[src/rtl/sad_best_sel.sv]
// Motion-search issue controller and minimum-SAD collector for the 16x16 SAD engine.
// Issues one strobe per candidate, tracks the best result and drains in-flight results before done.
module sad_best_sel #(
   parameter int IDX_W = 6,
   parameter int SAD_W = 16
) (
   input  logic             clk,
   input  logic             rst,
   input  logic             start,
   input  logic [IDX_W:0]   cand_cnt,
   input  logic             thr_en,
   input  logic [SAD_W-1:0] thr,
   output logic             cal_en,
   output logic [IDX_W-1:0] cand_idx,
   input  logic [SAD_W-1:0] sad,
   input  logic             sad_vld,
   output logic             busy,
   output logic             done,
   output logic [SAD_W-1:0] best_sad,
   output logic [IDX_W-1:0] best_idx,
   output logic             early_hit
);

   typedef enum logic [1:0] {
      IDLE  = 2'd0,
      ISSUE = 2'd1,
      DRAIN = 2'd2,
      DONE  = 2'd3
   } state_t;

   localparam logic [IDX_W:0] CNT_ZERO = {(IDX_W+1){1'b0}};
   localparam logic [IDX_W:0] CNT_ONE  = {{IDX_W{1'b0}}, 1'b1};

   state_t             state_r;
   logic [IDX_W:0]     iss_cnt_r;
   logic [IDX_W:0]     rx_cnt_r;
   logic [IDX_W:0]     cnt_r;
   logic               thr_en_r;
   logic [SAD_W-1:0]   thr_r;

   logic               take_s;
   logic               hit_s;
   logic               better_s;
   logic [IDX_W:0]     rx_nxt_s;

   // Result acceptance, threshold hit and new-minimum detection for the current beat
   always_comb begin
      take_s   = 1'b0;
      hit_s    = 1'b0;
      better_s = 1'b0;
      rx_nxt_s = rx_cnt_r;
      if ((state_r == ISSUE || state_r == DRAIN) && sad_vld && (rx_cnt_r != iss_cnt_r)) begin
         take_s   = 1'b1;
         hit_s    = thr_en_r && (sad <= thr_r);
         better_s = (sad < best_sad);
         rx_nxt_s = rx_cnt_r + CNT_ONE;
      end else begin
         take_s   = 1'b0;
      end
   end

   // Search FSM with registered outputs; iss_cnt_r includes the strobe currently on cal_en
   always_ff @(posedge clk or posedge rst) begin
      if (rst) begin
         state_r   <= IDLE;
         iss_cnt_r <= CNT_ZERO;
         rx_cnt_r  <= CNT_ZERO;
         cnt_r     <= CNT_ZERO;
         thr_en_r  <= 1'b0;
         thr_r     <= {SAD_W{1'b0}};
         cal_en    <= 1'b0;
         cand_idx  <= {IDX_W{1'b0}};
         busy      <= 1'b0;
         done      <= 1'b0;
         best_sad  <= {SAD_W{1'b1}};
         best_idx  <= {IDX_W{1'b0}};
         early_hit <= 1'b0;
      end else begin
         case (state_r)
            IDLE: begin
               done   <= 1'b0;
               cal_en <= 1'b0;
               if (start) begin
                  cnt_r     <= cand_cnt;
                  thr_en_r  <= thr_en;
                  thr_r     <= thr;
                  rx_cnt_r  <= CNT_ZERO;
                  early_hit <= 1'b0;
                  best_sad  <= {SAD_W{1'b1}};
                  best_idx  <= {IDX_W{1'b0}};
                  busy      <= 1'b1;
                  cand_idx  <= {IDX_W{1'b0}};
                  if (cand_cnt == CNT_ZERO) begin
                     iss_cnt_r <= CNT_ZERO;
                     done      <= 1'b1;
                     state_r   <= DONE;
                  end else begin
                     iss_cnt_r <= CNT_ONE;
                     cal_en    <= 1'b1;
                     state_r   <= ISSUE;
                  end
               end else begin
                  state_r <= IDLE;
               end
            end
            ISSUE: begin
               if (hit_s || (iss_cnt_r == cnt_r)) begin
                  cal_en  <= 1'b0;
                  state_r <= DRAIN;
               end else begin
                  cal_en    <= 1'b1;
                  cand_idx  <= iss_cnt_r[IDX_W-1:0];
                  iss_cnt_r <= iss_cnt_r + CNT_ONE;
               end
            end
            DRAIN: begin
               cal_en <= 1'b0;
               // compare against the post-beat count so done lands right after the final result
               if (rx_nxt_s == iss_cnt_r) begin
                  done    <= 1'b1;
                  state_r <= DONE;
               end else begin
                  state_r <= DRAIN;
               end
            end
            DONE: begin
               cal_en  <= 1'b0;
               done    <= 1'b0;
               busy    <= 1'b0;
               state_r <= IDLE;
            end
            default: begin
               cal_en  <= 1'b0;
               done    <= 1'b0;
               busy    <= 1'b0;
               state_r <= IDLE;
            end
         endcase

         if (take_s) begin
            rx_cnt_r <= rx_nxt_s;
            if (better_s) begin
               best_sad <= sad;
               best_idx <= rx_cnt_r[IDX_W-1:0];
            end
            if (hit_s) begin
               early_hit <= 1'b1;
            end
         end
      end
   end

endmodule

[config.mk]
export PLATFORM = sky130hd
export DESIGN_NAME = sad_best_sel
export DESIGN_NICKNAME = d
export VERILOG_FILES = /design/src/rtl/sad_best_sel.sv
export SDC_FILE = /design/constraint.sdc
export NUM_CORES = 1
export LEC_CHECK = 0
export CORE_ASPECT_RATIO = 0.75
export CORE_MARGIN = 3
export CORE_UTILIZATION = 30
export DETAILED_ROUTE_END_ITERATION = 10
export PLACE_DENSITY = 0.5
export REMOVE_ABC_BUFFERS = 1
export SLEW_MARGIN = 20
export SYNTH_ARGS = -nofsm -noshare
export SYNTH_HDL_FRONTEND = slang
export SYNTH_SLANG_ARGS = --single-unit
[constraint.sdc]
create_clock -name clk -period 2.5 [get_ports clk]
set_clock_uncertainty 0.1 [all_clocks]
set_input_delay 0.5 -clock clk [delete_from_list [all_inputs] [get_ports clk]]
set_output_delay 0.5 -clock clk [all_outputs]
set_load 0.01 [all_outputs]
==> qor.csv, run 1 <==
metric;value;unit
Warnings, synthesis;0;
Worst R2R End;best_sad[10];
Worst VDD drop;308;uV
period utilization;102;%
Max-Cap Viols;0;
Layout area overhead;48.9;%
Slew @ Worst Pin;0.468;ns
RePlAce Congestion;0.815;
FP Rows;37;
layout cell share with drive strength beyond 1;34.4;%
Setup crit end;iss_cnt_r[0];
Reg2Reg Depth;11;
Crit Path Category;input port to flop;
chip height;111;um
largest net degree at the start of global routing;42;
Worst path max stage delay;0.48;ns
remaining global-route overflow;0;
final hold violation count;0;
CTS tree;done;
top cells by area, synth;dfrtp_1, ha_1, dfstp_2;
vias per cell;4.79;
wire length of the first global-routing pass;20200;um
vias in the first global route;3815;
Max FO, Critical Path;6;
final instance area;6560;um^2
FF/Latch Area;1830;um^2
post-synthesis sequential area ratio;41.3;%
Distinct cells, synth;60;
clk_lat worst skew;0.33;ns
initial antenna violation count;0;
Starting DRT DRC Count;163;
FF+latch count, synth;72;
Yosys top cell by area;dfrtp_1;
I/O pin count;76;
EDFF count, synth;0;
hold_buf cts;0;
clock tree buffer depth;2;
Clock Power Share;30.1;%
RSZ-0062 raised after global routing;true;
total CTS buffers;9;
antenna viol nets, final;0;
Die Area;16200;um^2
total negative setup slack;-0.835;ns
Clk pin slew, worst setup/hold paths;0.06;ns
Post-synth ARST share;100;%
total track usage;15.5;%
Avg Inst Size Synth;10.2;um^2
Sw Ratio;29.3;%
DRT Wirelength;12400;um
crit start category;input port;
CP Depth;11;
crit-path leading delay family;simple AND/OR/NAND/NOR gates;
drt pass-1 iters;4;
worst setup margin;-0.0549;ns
most frequent cells in the layout;buf_4, clkdlybuf4s50_1, dfrtp_1;
commonest non-fill, non-tap cell in the layout;buf_4;
crit path launch;sad[8];
Psw;0.00140;W
Leak;3.06;nW
pwr/cell area;730;nW/um^2
Arr. time, crit path;2.73;ns
Cell Area, Placed;5840;um^2
min-delay worst type;input port to async pin;
number of remaining DRC errors;0;
Layout fillers;1340;
CP required;2.68;ns
Starting Density;31.4;%
# setup viols final;31;
Worst Path Buf+Inv;3;
Final HPWL DP;9080;um
R2R Setup Slk;-0.05;ns
r2r startpoint;best_sad[9];
total core area;14000;um^2
Post-Syn Instances;431;
post-layout minimum cycle time;2.55;ns
via count;3705;
CTS Root Buffer Type;clkbuf_16;
status;finished, violations left;
Setup WS pre-CTS;-0.729;ns
Die Wd;146;um
area occupied by multi-input gates;2600;um^2
Int Pwr;0.00339;W
combinational power share;37.6;%
Layout Nets;656;
CP max stage cell;or4b_4;
clk sinks;72;
IO buf count;75;
CP endpoint kind;flop;
fmax;0.391;GHz
Flop pwr share;32.3;%
Top FF cell, synth;dfrtp_1;
Antenna Cells;0;
CP Cell Sequence;dlygate4sd2_1 -> ha_1 -> and4_4 -> nand4_1 -> a21o_1 -> a31oi_4 -> o21ai_2 -> buf_6 -> buf_12 -> or4b_4 -> nand2_2;
post-synthesis cell area;4410;um^2
H-tree level count;3;
drt wl/cell;16.1;um
top cell type's share of synthesized area;31.8;%
violated checks;negative setup slack;
Slew HR;68.5;%
Max Slew Vio Count;0;
-- worst reg2reg max path: cells and delay by family (launching register included) --
kind / cells / cell delay (ns)
buf+inv: 3 / 0.41
flops: 1 / 0.53
mux: 1 / 0.32
compound gates: 5 / 0.85
simple gates: 1 / 0.05
fa+ha+maj: 1 / 0.22
-- routing by layer --
layer	vias up	share of wire [%]	GRT usage (%)
li1	1804	-	-
met1	1782	52	23.5
met2	96	42	22.4
met3	23	4.5	3.47
met4	0	1.4	3.42
met5	-	0	0
-- power by group through the flow --
stage          combinational (W)  clock [W]  sequential [W]
6_report                 0.00180    0.00144         0.00155
5_1_grt                  0.00197    0.00153         0.00157
4_1_cts                  0.00179    0.00149         0.00155
3_5_place_dp             0.00153          0         0.00157
3_3_place_gp             0.00152          0         0.00156
2_1_floorplan           0.000665          0         0.00164
-- worst min path at each step --
stage	cells after the start	to	start
after global placement	2	busy	busy
after detailed placement	2	busy	busy
after floorplan	1	thr_en_r	thr_en_r
final	2	cand_idx[4]	rst
after global routing	2	best_sad[5]	sad[5]
after CTS	2	thr_en_r	rst
-- layout make-up --
type	instances	area share [%]
timing repair buffer	149	20.8
tap	195	3.72
multi-input combinational	290	39.6
inverter	52	2.97
clock inverter	5	1.20
sequential	72	27.8
clock buffer	11	3.85
-- synth_stat cells (all sizes together), types with 10 or more instances --
cell,instances
dfstp,16
nand2,42
o21ai,25
o211ai,10
nor2,13
ha,38
mux2,39
xnor2,12
inv,52
dfrtp,56
buf,13
-- through the flow --
step,utilization (%),total power (W),hold slack [ns],std cells
2_1_floorplan,-,0.00231,0.379,414
3_3_place_gp,41.6,0.00309,0.383,749
3_5_place_dp,41.6,0.00310,0.393,749
4_1_cts,45.9,0.00483,0.362,773
5_1_grt,46.8,0.00508,0.386,774
6_report,46.8,0.00479,0.356,774
-- sequential cells by signal, summed over array words and instances (netlist names), 2 cells and up --
signal	flops
best_idx	6
best_sad	16
cand_idx	6
cnt_r	7
iss_cnt_r	7
rx_cnt_r	7
state_r	2
thr_r	16
-- logic make-up after synthesis --
| family | count (synthesis) | share of synthesized area (%) |
|---|---|---|
| AO/OA/AOI/OAI | 78 | 12.4 |
| XOR/XNOR | 18 | 4.34 |
| adder cells (fa/ha/maj) | 38 | 10.8 |
| buffers and inverters | 69 | 6.47 |
| flip-flops | 72 | 41.3 |
| multiplexers | 46 | 11.6 |
| AND/OR/NAND/NOR | 110 | 13.1 |
-- repair_timing --
item,4_1_cts,5_1_grt
resized for setup,74,25
setup buffers,6,1
gates cloned,2,0
pin swaps,34,29
endpoints found under the setup margin,39,39
No activity file was read; power rests on OpenSTA's default activity.
==> run 2: changes to the inputs <==
Settings changed: CORE_ASPECT_RATIO 0.75 to 0.7, GPL_ROUTABILITY_DRIVEN set to 0, HOLD_SLACK_MARGIN set to 0.05.
==> qor.csv, run 2 (same netlist as run 1, synthesis figures left out) <==
metric;value;unit;change
vias per cell;4.82;;+0.59%
Max Slew Vio Count;0;;unchanged
Starting DRT DRC Count;165;;+1.2%
violated checks;negative setup slack;;
CP required;2.65;ns;-0.03 ns
drt pass-1 iters;4;;unchanged
Setup WS pre-CTS;-0.740;ns;-0.0109 ns
Final HPWL DP;9110;um;+0.29%
DRT Wirelength;12300;um;-0.93%
Clock Power Share;29.9;%;-0.2 points
Psw;0.00143;W;+1.5%
remaining global-route overflow;0;;unchanged
Arr. time, crit path;2.72;ns;about the same
total CTS buffers;9;;unchanged
most frequent cells in the layout;clkdlybuf4s50_1, buf_4, dfrtp_1;;
IO buf count;75;;unchanged
CTS Root Buffer Type;clkbuf_16;;
Layout area overhead;48.5;%;
Die Wd;151;um;+3.4%
Slew HR;67.5;%;-0.97 points
clk_lat worst skew;0.34;ns;about the same
combinational power share;37.9;%;+0.3 points
Layout Nets;650;;-0.91%
Sw Ratio;29.5;%;+0.21 points
Flop pwr share;32.1;%;-0.2 points
min-delay worst type;flop to flop;;
clk sinks;72;;unchanged
initial antenna violation count;0;;unchanged
vias in the first global route;3755;;-1.6%
post-layout minimum cycle time;2.56;ns;+0.00638 ns
RSZ-0062 raised after global routing;true;;
# setup viols final;23;;-26%
clock tree buffer depth;2;;unchanged
total negative setup slack;-0.544;ns;+0.291 ns
CP endpoint kind;flop;;
final hold violation count;0;;unchanged
total power;0.00483;W;+0.78%
drt wl/cell;16.2;um;+0.50%
total track usage;15.8;%;+0.27 points
post-layout util;46.3;%;-0.52 points
Worst VDD drop;321;uV;+4.3%
chip height;107;um;-3.2%
period utilization;102;%;+0.26 points
final instance area;6550;um^2;-0.29%
Slew @ Worst Pin;0.483;ns;+0.0144 ns
status;finished, violations left;;
wire length of the first global-routing pass;19700;um;-2.5%
Cell Area, Placed;5770;um^2;-1.2%
Clk pin slew, worst setup/hold paths;0.06;ns;about the same
Leak;3.03;nW;-0.82%
Int Pwr;0.00340;W;+0.48%
H-tree level count;3;;unchanged
via count;3674;;-0.84%
Die Area;16200;um^2;about the same
commonest non-fill, non-tap cell in the layout;clkdlybuf4s50_1;;
total core area;14100;um^2;+0.83%
Regs by FF count;best_sad x16, thr_r x16;;
layout cell share with drive strength beyond 1;34.6;%;+0.19 points
CTS tree;done;;
number of remaining DRC errors;0;;unchanged
Starting Density;31.2;%;-0.26 points
pwr/cell area;738;nW/um^2;+1.1%
largest net degree at the start of global routing;73;;+74%
fmax;0.390;GHz;-0.25%
crit start category;flop;;
Max FO, Critical Path;7;;+1
Antenna Cells;0;;unchanged
antenna viol nets, final;0;;unchanged
Max-Cap Viols;0;;unchanged
Crit Path Category;flop to flop;;
worst setup margin;-0.0612;ns;-0.00638 ns
FP Rows;36;;-2.7%
I/O pin count;76;;unchanged
-- run 2: critical path, stage by stage, from the launching register on --
cell	delay, ns
dfstp_2	0.54
inv_2	0.05
ha_4	0.20
a21o_1	0.17
a21o_1	0.16
a21oi_2	0.19
o21ai_2	0.10
a2111oi_4	0.32
buf_4	0.19
buf_12	0.14
buf_8	0.12
mux2i_2	0.20
-- run 2: per-layer routing --
metal / global-route usage, % / share of wire [%]
met1: 23.9 / 52
met2: 22.1 / 42
met3: 4.34 / 5.7
met4: 3.62 / 0.66
met5: 0 / 0
-- run 2: area by class of cell --
cell class	count	area (um^2)
Fill cell	1336	7600
Multi-Input combinational cell	290	2620
Sequential cell	72	1820
Timing Repair Buffer	143	1340
Clock buffer	12	256
Tap cell	190	238
Inverter	52	195
Clock inverter	4	76.3
-- run 2: power groups by stage --
stage               sequential [W]  combinational [W]  clock (W)
detailed placement         0.00157            0.00153          0
CTS                        0.00155            0.00181    0.00149
floorplan                  0.00164           0.000665          0
global placement           0.00157            0.00152          0
global route               0.00158            0.00202    0.00153
finish                     0.00155            0.00183    0.00145
-- run 2: per-stage QoR --
| step | hold WS [ns] | instances |
|---|---|---|
| finish | 0.375 | 763 |
| detailed placement | 0.371 | 737 |
| global placement | 0.378 | 737 |
| CTS | 0.383 | 759 |
| global route | 0.397 | 763 |
| floorplan | 0.379 | 414 |
-- run 2: worst paths after layout --
path,from,to,slack (ns),cells past startpoint
max in group asynchronous,rst,best_sad[0],1.46,3
setup / recovery,best_sad[1],best_sad[0],-0.06,11
hold reg to reg,busy,busy,0.37,2
hold / removal,busy,busy,0.37,2
setup reg to reg,best_sad[1],best_sad[0],-0.06,11
min in group asynchronous,rst,thr_en_r,0.46,3
-- run 2: what timing repair did --
| action | 4_1_cts | 5_1_grt |
|---|---|---|
| hold buffers | 0 | 0 |
| setup endpoints to repair | 39 | 39 |
| gates cloned | 1 | 0 |
| pin swaps | 38 | 19 |
| setup buffers | 6 | 4 |
| resized for setup | 74 | 28 |
==> run 3: changes to the inputs <==
Settings changed: ABC_AREA set to 1, CORE_UTILIZATION 30 to 40, PLACE_DENSITY 0.5 to 0.63.
==> qor.csv, run 3 <==
metric;value;unit;change
wire length of the first global-routing pass;18700;um;-5.2%
CP required;2.63;ns;-0.02 ns
r2r startpoint;rx_cnt_r[5];;
CP max stage cell;dfrtp_1;;
CTS Root Buffer Type;clkbuf_16;;
Cell Area, Placed;5590;um^2;-3.0%
initial antenna violation count;0;;unchanged
Final HPWL DP;8350;um;-8.3%
top cells by area, synth;dfrtp_1, nand2_1, ha_1;;
commonest non-fill, non-tap cell in the layout;nand2_1;;
I/O pin count;76;;unchanged
GR Util met2;27.9;%;+5.8 points
DRT Wirelength;11000;um;-11%
Die Wd;132;um;-12%
period utilization;95.0;%;-7.5 points
Antenna Cells;0;;unchanged
Slew HR;62.0;%;-5.5 points
R2R Setup Slk;0.13;ns;+0.19 ns
antenna viol nets, final;0;;unchanged
most frequent cells in the layout;nand2_1, clkdlybuf4s50_1, inv_1;;
post-layout minimum cycle time;2.37;ns;-0.187 ns
total core area;10600;um^2;-25%
Warnings, synthesis;0;;unchanged
Starting Density;42.0;%;+11 points
area occupied by multi-input gates;2240;um^2;-15%
crit start category;flop;;
CTS tree;done;;
Crit Path Category;flop to flop;;
CP Cell Sequence;inv_2 -> nand2_2 -> nand2_2 -> nand2_2 -> nor2_4 -> nand2_2 -> nand2_2 -> inv_2 -> ha_4 -> xor2_2 -> nand2_1 -> nor2_1 -> nand2_1 -> nor2_4 -> nand2_1 -> nand2_2 -> nand2_1 -> nand2_1 -> nand2_1;;
total track usage;18.4;%;+2.7 points
status;finished, final reports clean;;
Leak;3.04;nW;+0.20%
Max Slew Vio Count;0;;unchanged
chip height;94.3;um;-12%
drt pass-1 iters;5;;+1
Clk pin slew, worst setup/hold paths;0.06;ns;about the same
FF/Latch Area;1820;um^2;about the same
pwr/cell area;1140;nW/um^2;+54%
Setup WS pre-CTS;-0.209;ns;+0.531 ns
Worst path max stage delay;0.41;ns;-0.13 ns
most common cell in the netlist;nand2_1;;
via count;3943;;+7.3%
Starting DRT DRC Count;192;;+16%
met3 Resource Use GR;5.14;%;+0.80 points
clk sinks;72;;unchanged
post-synthesis cell area;4450;um^2;+0.99%
vias per cell;4.81;;-0.14%
Distinct cells, synth;37;;-38%
Post-Syn Instances;554;;+29%
clk_lat worst skew;0.34;ns;about the same
Regs by FF count;best_sad x16, thr_r x16;;
final hold violation count;0;;unchanged
post-synthesis sequential area ratio;40.9;%;-0.41 points
HP Start;cand_idx[5];;
met1 Use GR;26.9;%;+3.0 points
final instance area;6060;um^2;-7.4%
Avg Inst Size Synth;8.03;um^2;-21%
Layout area overhead;36.2;%;
vias in the first global route;3869;;+3.0%
FP Rows;31;;-14%
remaining global-route overflow;0;;unchanged
EDFF count, synth;0;;unchanged
clock tree buffer depth;2;;unchanged
Max FO, Critical Path;4;;-3
worst setup margin;0.126;ns;+0.187 ns
fmax;0.421;GHz;+7.9%
drt wl/cell;13.5;um;-17%
CP endpoint kind;flop;;
Worst R2R End;done;;
Hold Path End;cand_idx[5];;
Worst VDD drop;533;uV;+66%
RSZ-0062 raised after global routing;true;;
Slew @ Worst Pin;0.569;ns;+0.0860 ns
Yosys top cell by area;dfrtp_1;;
crit path launch;rx_cnt_r[5];;
Max-Cap Viols;0;;unchanged
total CTS buffers;9;;unchanged
Reg2Reg Depth;19;;+8
Die Area;12400;um^2;-23%
top cell type's share of synthesized area;31.5;%;-0.31 points
Post-synth ARST share;100;%;unchanged
hold_buf cts;0;;unchanged
min-delay worst type;flop to flop;;
number of remaining DRC errors;0;;unchanged
largest net degree at the start of global routing;50;;-32%
Top FF cell, synth;dfrtp_1;;
Layout fillers;977;;-27%
WHS Path Cells;2;;unchanged
layout cell share with drive strength beyond 1;17.9;%;-17 points
# setup viols final;0;;-100%
FF+latch count, synth;72;;unchanged
busiest grt layer;met2;;
H-tree level count;3;;unchanged
IO buf count;75;;unchanged
Arr. time, crit path;2.51;ns;-0.21 ns
top cells by count, synth;nand2_1, inv_1, dfrtp_1;;
Layout Nets;749;;+15%
[run 3: cell families (layout without fill, tap and decap cells)]
logic type      after synthesis  in the layout  share of synthesized area, %
buf+inv                     106            224                          10.5
simple gates                230            230                          23.7
mux                           1              1                         0.225
xor+xnor                     12             12                          2.36
compound gates               95             95                          11.6
flops                        72             72                          40.9
fa+ha+maj                    38             38                          10.7
[run 3: how the worst max path moves through the flow]
stage | cells after the start | to | slack (ns)
after floorplan | 9 | best_sad[0] | -0.18
after global placement | 17 | iss_cnt_r[4] | -0.17
after detailed placement | 17 | cand_idx[3] | -0.21
after CTS | 17 | done | 0.03
after global routing | 19 | done | -0.09
final | 19 | done | 0.13
[run 3: what timing repair did]
action | in CTS | in global routing
endpoints found under the setup margin | 0 | 15
resized for setup | 0 | 21
setup buffers | 0 | 8
[run 3: worst max-delay path, delay by kind of cell, from the launching register on]
family                   cells  cell delay, ns
XOR/XNOR                     1            0.14
adder cells (fa/ha/maj)      1            0.26
buffers and inverters        2            0.14
flip-flops                   1            0.41
AND/OR/NAND/NOR             15            1.22
[run 3: where the power goes]
part           switching [W]  internal, W  leakage, nW  total (W)
logic                0.00193      0.00161         1.99    0.00354
clock network       0.000519     0.000906        0.159    0.00143
registers           0.000254      0.00169        0.893    0.00194
total                0.00270      0.00420         3.04    0.00690
[run 3: cell type report]
class	count	share of cell area, %
Tap cell	148	3.06
Timing Repair Buffer	124	19.3
Clock buffer	10	3.94
Multi-Input combinational cell	376	36.9
Sequential cell	72	30.1
Inverter	84	5.20
Clock inverter	6	1.49
[run 3: per-layer routing]
layer / part of all wire, % / wire, um
met4: 0.55 / 61
met5: 0 / 0
met1: 51 / 5620
met3: 5.2 / 571
met2: 43 / 4780
[run 3: metrics by stage]
step           TNS [ns]  power (W)  std cells  utilization (%)  hold slack (ns)
6_report              0    0.00690        820             57.2            0.374
5_1_grt          -0.120    0.00749        820             57.2            0.408
4_1_cts               0    0.00672        812             55.9            0.377
3_5_place_dp      -5.54    0.00526        796             52.8            0.362
3_3_place_gp      -3.97    0.00517        796             52.8            0.360
2_1_floorplan     -4.15    0.00384        532                -            0.353
